`src/rtl/mtm_pkg.sv`:
```
// mtm_pkg: constants and helpers shared by the matrix-transpose path.
package mtm_pkg;

    localparam int MTM_DATA_WIDTH = 8;
    localparam int MTM_NUM_PE     = 4;

    // Index width that stays at least one bit, so a 1-PE build still elaborates.
    function automatic int idx_w(input int n);
        return (n > 1) ? $clog2(n) : 1;
    endfunction

endpackage

```
`src/rtl/mtm_tile_bank.sv`:
```
// mtm_tile_bank: NUM_PE x NUM_PE register tile with indexed row write and combinational row read.
module mtm_tile_bank
    import mtm_pkg::*;
#(
    parameter int DATA_WIDTH = MTM_DATA_WIDTH,
    parameter int NUM_PE     = MTM_NUM_PE,
    localparam int IW        = idx_w(NUM_PE)
) (
    input  logic                                 clk,
    input  logic                                 rst,
    input  logic                                 wr_en,
    input  logic [IW-1:0]                        wr_idx,
    input  logic [0:NUM_PE-1][DATA_WIDTH-1:0]    wr_row,
    input  logic [IW-1:0]                        rd_idx,
    output logic [0:NUM_PE-1][DATA_WIDTH-1:0]    rd_row
);

    typedef logic [0:NUM_PE-1][DATA_WIDTH-1:0] row_t;

    row_t mem_q [NUM_PE];
    row_t mem_d [NUM_PE];

    always_comb begin
        mem_d = mem_q;
        if (wr_en)
            mem_d[wr_idx] = wr_row;
    end

    always_ff @(posedge clk or negedge rst) begin
        if (!rst)
            mem_q <= '{default: '0};
        else
            mem_q <= mem_d;
    end

    assign rd_row = mem_q[rd_idx];

endmodule

```
`src/rtl/mtm_row_buffer.sv`:
```
// mtm_row_buffer: ping-pong tile buffer turning free-running transposed rows into
// whole tiles re-issued row by row over a valid/ready handshake.
module mtm_row_buffer
    import mtm_pkg::*;
#(
    parameter int DATA_WIDTH = MTM_DATA_WIDTH,
    parameter int NUM_PE     = MTM_NUM_PE
) (
    input  logic                                 clk,
    input  logic                                 rst,
    input  logic                                 in_val,
    input  logic [0:NUM_PE-1][DATA_WIDTH-1:0]    in_row,
    output logic                                 out_val,
    input  logic                                 out_ready,
    output logic [0:NUM_PE-1][DATA_WIDTH-1:0]    out_row,
    output logic                                 out_last,
    output logic [1:0]                           tiles_full,
    output logic                                 overflow
);

    localparam int IW = idx_w(NUM_PE);
    localparam logic [IW-1:0] LAST = IW'(NUM_PE - 1);

    typedef logic [0:NUM_PE-1][DATA_WIDTH-1:0] row_t;

    logic          wb_q, wb_d, rb_q, rb_d, ovf_q, ovf_d;
    logic [IW-1:0] wr_idx_q, wr_idx_d, rd_idx_q, rd_idx_d;
    logic [1:0]    full_q, full_d, full_set, full_clr, wr_en;
    row_t          rd_row [2];

    for (genvar b = 0; b < 2; b++) begin : g_bank
        mtm_tile_bank #(
            .DATA_WIDTH (DATA_WIDTH),
            .NUM_PE     (NUM_PE)
        ) u_bank (
            .clk    (clk),
            .rst    (rst),
            .wr_en  (wr_en[b]),
            .wr_idx (wr_idx_q),
            .wr_row (in_row),
            .rd_idx (rd_idx_q),
            .rd_row (rd_row[b])
        );
    end

    assign out_val    = full_q[rb_q];
    assign out_row    = rd_row[rb_q];
    assign out_last   = out_val && (rd_idx_q == LAST);
    assign tiles_full = {1'b0, full_q[0]} + {1'b0, full_q[1]};
    assign overflow   = ovf_q;

    // Set and clear never target the same bank: a bank is only written while
    // not full and only drained while full.
    always_comb begin
        wb_d     = wb_q;
        wr_idx_d = wr_idx_q;
        rb_d     = rb_q;
        rd_idx_d = rd_idx_q;
        ovf_d    = ovf_q;
        wr_en    = '0;
        full_set = '0;
        full_clr = '0;
        if (in_val && full_q[wb_q]) begin
            ovf_d = 1'b1;
        end else if (in_val) begin
            wr_en[wb_q] = 1'b1;
            if (wr_idx_q == LAST) begin
                full_set[wb_q] = 1'b1;
                wb_d           = ~wb_q;
                wr_idx_d       = '0;
            end else begin
                wr_idx_d = wr_idx_q + IW'(1);
            end
        end
        if (out_val && out_ready) begin
            if (rd_idx_q == LAST) begin
                full_clr[rb_q] = 1'b1;
                rb_d           = ~rb_q;
                rd_idx_d       = '0;
            end else begin
                rd_idx_d = rd_idx_q + IW'(1);
            end
        end
        full_d = (full_q & ~full_clr) | full_set;
    end

    always_ff @(posedge clk or negedge rst) begin
        if (!rst) begin
            wb_q     <= 1'b0;
            wr_idx_q <= '0;
            rb_q     <= 1'b0;
            rd_idx_q <= '0;
            full_q   <= '0;
            ovf_q    <= 1'b0;
        end else begin
            wb_q     <= wb_d;
            wr_idx_q <= wr_idx_d;
            rb_q     <= rb_d;
            rd_idx_q <= rd_idx_d;
            full_q   <= full_d;
            ovf_q    <= ovf_d;
        end
    end

endmodule
```
`config.mk`:
```
export PLATFORM = sky130hd
export DESIGN_NAME = mtm_row_buffer
export DESIGN_NICKNAME = d
export VERILOG_FILES = /design/src/rtl/mtm_pkg.sv /design/src/rtl/mtm_tile_bank.sv /design/src/rtl/mtm_row_buffer.sv
export SDC_FILE = /design/constraint.sdc
export NUM_CORES = 1
export LEC_CHECK = 0
export ABC_AREA = 1
export BUFFER_PORTS_ARGS = -buffer_cell sky130_fd_sc_hd__buf_2
export CORE_MARGIN = 2
export CORE_UTILIZATION = 62
export CTS_CLUSTER_SIZE = 28
export DETAILED_ROUTE_END_ITERATION = 10
export GPL_ROUTABILITY_DRIVEN = 0
export MAX_ROUTING_LAYER = met4
export PLACE_DENSITY = 0.89
export SKIP_CTS_REPAIR_TIMING = 1
export SLEW_MARGIN = 20
export SYNTH_ARGS = -nofsm -noshare
export SYNTH_HDL_FRONTEND = slang
export SYNTH_HIERARCHICAL = 1
export SYNTH_SLANG_ARGS = --single-unit
```
`constraint.sdc`:
```
create_clock -name clk -period 1.5 [get_ports clk]
set_input_delay 0.075 -clock clk [delete_from_list [all_inputs] [get_ports clk]]
set_output_delay 0.075 -clock clk [all_outputs]
set_load 0.01 [all_outputs]
```
# Word-level counts from Yosys, hierarchy flattened
# Index checks and enable logic that the tools add are counted.
# Widths: inputs -> output; s select.
# totals
register_bits	265
inputBits	36
out_inout_bits	37
word_cells	99
# classes
n_addsub	3
order_cmp	8
eq_ne	2
muxes	30
bitwise	9
n_reduce_logical	9
# ops
operator	n
$bwmux 128	2
$mux 32	8
$bmux 32 s2	2
$demux 32 s2	1
$mux 2	9
$ge 3x3->1 const B	2
$logic_and 1x1->1	6
$mux 1	6
$not 2->3	2
$add 2x1->2 const B	2
$eq 2x2->1 const B	2
$lt 1x2->1 const B	2
$reduce_and 2->1	2
$lt 3x1->1 const B	1
$not 1->1	3
$reduce_and 3->1	1
$add 1x1->2	1
$and 2x2->2	1
$demux 1 s1	2
$ge 1x1->1 const B	2
$ge 2x2->1 const B	1
$not 1->2	1
$not 2->2	1
$or 2x2->2	1

# Depth between registers and ports, before layout
# logic_depth
ltp_word	9
depth_mapped	8

# Cells and area by module
# Netlist, hierarchy kept.
# by_module_without_submodules
module	n_inst	cells_per_inst	area_per_inst_um2	seq_area_each_um2
mtm_tile_bank	2	936	6931.6	3203.1
mtm_row_buffer	1	158	880.8	225.2

# Worst setup path after synthesis
# Ideal clock, no wire load.
# synth_path
kind	flip-flop to flip-flop
startpoint	register full_q[0]
endpoint	register g_bank[0].u_bank/mem_q[22] (netlist bit)
arrival_time_ns	1.262
slack_ns	0.121
stages_incl_launch_ff	9
n_path_buf	2
cell_sequence	dfrtp_1 > inv_1 > nand2_1 > nor2_1 > buf_4 > nand3_4 > buf_6 > nand2_1 > o21ai_2
# synth_via
elab_chain_cells	4
# synth_lines
element	line_no	rtl
start, declared	mtm_row_buffer.sv:28	logic [1:0] full_q, full_d, full_set, full_clr, wr_en;
start signal, assigned	mtm_row_buffer.sv:100	full_q <= full_d;
$mux 1 (not written as such) (2 in series)	mtm_row_buffer.sv:63	if (in_val && full_q[wb_q]) begin
$logic_and 1x1->1	mtm_row_buffer.sv:63	
$mux 2	mtm_row_buffer.sv:63	
net wr_en[0]	mtm_row_buffer.sv:28	
end signal, assigned	mtm_tile_bank.sv:33	mem_q <= mem_d;
end, declared	mtm_tile_bank.sv:20	row_t mem_q [NUM_PE];
# The timed path passes the listed nets, and every way through them passes these cells. The select of a mux whose other input is x is not followed.
# A chain may end at the register's enable or synchronous reset.

==> results by group <==
Status
  • Outcome: complete, but fails checks
  • Failing checks: negative setup slack

Worst setup path
  • R2R setup slack: 0 ns
  • CP Launch Point: rd_idx_q[0]
  • Buf/Inv on CP: 3
  • Reg-to-reg endpoint: full_q[1]
  • CP required: 1.42 ns
  • Worst setup SP type: flip-flop
  • CP Cell Sequence: inv_2 -> buf_12 -> nand2_1 -> nand3_1 -> nand2_1 -> nand2_1 -> nand2_1 -> buf_2
  • Nature of the critical path endpoint: output pin
  • Setup crit end: out_row[31]
  • Crit path max-delay family: flip-flops
  • Reg-to-reg startpoint: rd_idx_q[0]
  • Stages on worst setup path: 8
  • Critical Path Most Common Cell: nand2_1
  • Max stage delay on crit path: 0.57 ns
  • Crit-path slowest cell: dfrtp_4
  • Critical path type: reg -> out
  • Crit path arrival time: 2.11 ns
  • Max Fanout on Critical Path: 34
  • Worst r2r path cells: 5

Final layout
  • Commonest non-fill, non-tap cell in the layout: nand2_1
  • Fill cells: 1667
  • Most frequent cells in the layout: 882 x nand2_1, 326 x inv_1, 260 x dfrtp_1, 197 x nand3_1, 129 x nand4_1
  • Layout Nets: 2171
  • Post-route cell area: 0.0172 mm2
  • Post-route insts no fill: 2474
  • Area grow syn2layout: 16.7%
  • Layout cells sized above 1: 14.8%
  • Antenna Cells: 0

Power
  • Comb pwr share: 51.1%
  • NetSw: 0.0185 W
  • PD cells: 2350 mW/mm2
  • Sequential share of power: 30.7%
  • Sw Ratio: 45.7%
  • Total leakage power: 9.74 nW
  • Clk pwr share: 18.2%
  • Peak VDD IR: 1360 uV
  • Cell-internal power: 0.0219 W

Global route
  • Total GRT Usage: 35.6%
  • Initial antenna violation count: 0
  • First-pass GRT wire length: 68.4 mm
  • Vias in the first global route: 14000
  • Total gr overflow: 0
  • Largest net degree at the start of global routing: 72

Place
  • Buffers on Ports: 72
  • Dpl cells: 2361
  • Placed cell areas: 0.0155 mm2
  • Post-DP HPWL: 26.0 mm

Floorplanning
  • IO Pins: 73
  • Core area: 0.0234 mm2
  • DIE AREA: 0.0250 mm2
  • Die height: 158 um
  • FP Rows: 56
  • Initial core utilization: 63.0%
  • Chip Width: 158 um

Yosys
  • Cell variety after synth: 24
  • Synth warn: 6
  • Post-synth top area share: 45.0%
  • Syn nets: 2069
  • Synth top area cells: dfrtp_1 45%, nand2_1 22%, inv_1 8.3%
  • Post-synthesis sequential element count: 265
  • Synthesized instance count: 2030
  • Syn_area_per_cell: 7.26 um2
  • Syn Std Cell Area: 0.0147 mm2
  • Post-synth top area cell: dfrtp_1
  • Seq/Total Area, Yosys: 45.0%

Clock tree
  • Htree depth: 1
  • Clk root buf: clkbuf_16
  • Clock buffer count from CTS: 29
  • Maximum clock path buffer count: 3
  • Clock sinks: 265
  • CTS clock-pin slew for the worst setup and hold paths: 0.06 ns
  • Clk Latency, worst-skew pair: 0.57 ns
  • CTS tree: done

STA
  • Fmax: 458 MHz
  • Worst slew margin: 60.7%
  • Fin crit share: 146%
  • Setup ws final: -0.684 ns
  • Final setup fails: 35
  • Min Tclk post-route: 2.18 ns
  • Final Hold Fails: 0
  • Max-slew violation count: 0
  • Hold Slack: 0.162 ns
  • RSZ-0062 raised after global routing: yes
  • Clock skew: 0.0202 ns
  • Tightest Pin Transition: 0.587 ns

Job
  • Max_cap viols: 0

Min path
  • Hold WC Path Type: in -> async

Detailed routing
  • Routed vias: 14600
  • Post-route DRC violation count: 0
  • Drt total wl: 46.1 mm
  • 1st-pass router iterations: 6
  • DR iter-0 viols: 1918
  • DR WL/cell: 18.7 um
  • Vias per cell: 5.88
  • Antenna Nets Post-Route: 0
## per-layer routing
metal	routed length, um	up-vias	track usage, %
met4	2780	0	19.2
met1	15900	6737	43.7
met3	5630	274	5.78
met5	0	-	-
met2	21800	1114	56.8
li1	-	6433	-
## synthesized netlist by cell type (all sizes together)
master  instances
a21boi          1
a31o            2
buf           117
clkbuf         16
dfrtp         265
ha              3
inv           334
nand2         889
nand3         203
nand4         129
nor2            4
o21ai          65
o21bai          1
or2             1
## power by group through the flow
| stage | combinational, W | clock, W | sequential (W) |
|---|---|---|---|
| 4_1_cts | 0.0186 | 0.00736 | 0.0123 |
| 5_1_grt | 0.0223 | 0.00768 | 0.0127 |
| 3_3_place_gp | 0.0176 | 0 | 0.0122 |
| 6_report | 0.0206 | 0.00735 | 0.0124 |
| 3_5_place_dp | 0.0183 | 0 | 0.0123 |
| 2_1_floorplan | 0.0129 | 0 | 0.0117 |
## sequential cells by signal, indices dropped and copies added, names as in the netlist
name                 cells
rb_q                     1
g_bank.u_bank/mem_q    256
wb_q                     1
overflow                 1
rd_idx_q                 2
wr_idx_q                 2
full_q                   2
## how the worst min path moves through the flow
stage / end / from / cells past startpoint / slack (ns)
after floorplan: full_q[0] / rst / 0 / -0.22
after global placement: g_bank[1].u_bank/mem_q[86] / rst / 1 / -0.08
after detailed placement: g_bank[1].u_bank/mem_q[86] / rst / 1 / -0.08
after CTS: rd_idx_q[0] / rst / 1 / -0.66
after global routing: g_bank[0].u_bank/mem_q[127] / rst / 3 / 0.19
final: g_bank[1].u_bank/mem_q[11] / rst / 3 / 0.16
## kinds of logic (layout without fill, tap and decap cells)
group	after synthesis	after routing	synth area share, %
buf+inv	467	591	14.7
simple gates	1226	1227	36.0
fa+ha+maj	3	3	0.255
compound gates	69	69	4.06
flops	265	265	45.0
## cell type report
cell class | instances | area [um2] | area share, %
flip-flops and latches | 265 | 6640 | 38.6
repair buffers | 201 | 1880 | 10.9
multi-input cells | 1299 | 6000 | 34.9
clock buffers | 34 | 785 | 4.56
clock inverters | 20 | 198 | 1.15
inverters | 334 | 1280 | 7.44
repair inverters | 2 | 17.5 | 0.102
well taps | 319 | 399 | 2.32
## metrics by stage
step | power, W | TNS (ns) | util [%] | setup WS [ns]
4_1_cts | 0.0382 | -18.70 | 70.2 | -0.646
3_5_place_dp | 0.0306 | -0.105 | 66.0 | -0.0225
6_report | 0.0404 | -18.77 | 73.5 | -0.684
3_3_place_gp | 0.0297 | 0 | 66.0 | 0.0298
5_1_grt | 0.0427 | -20.79 | 73.5 | -0.699
2_1_floorplan | 0.0247 | 0 | - | 0.121
## tightest hold or removal path, cell delays in order
cell           delay (ns)
dlygate4sd3_1        0.56
buf_8                0.16
buf_12               0.32
(Power assumes the default switching activity.)
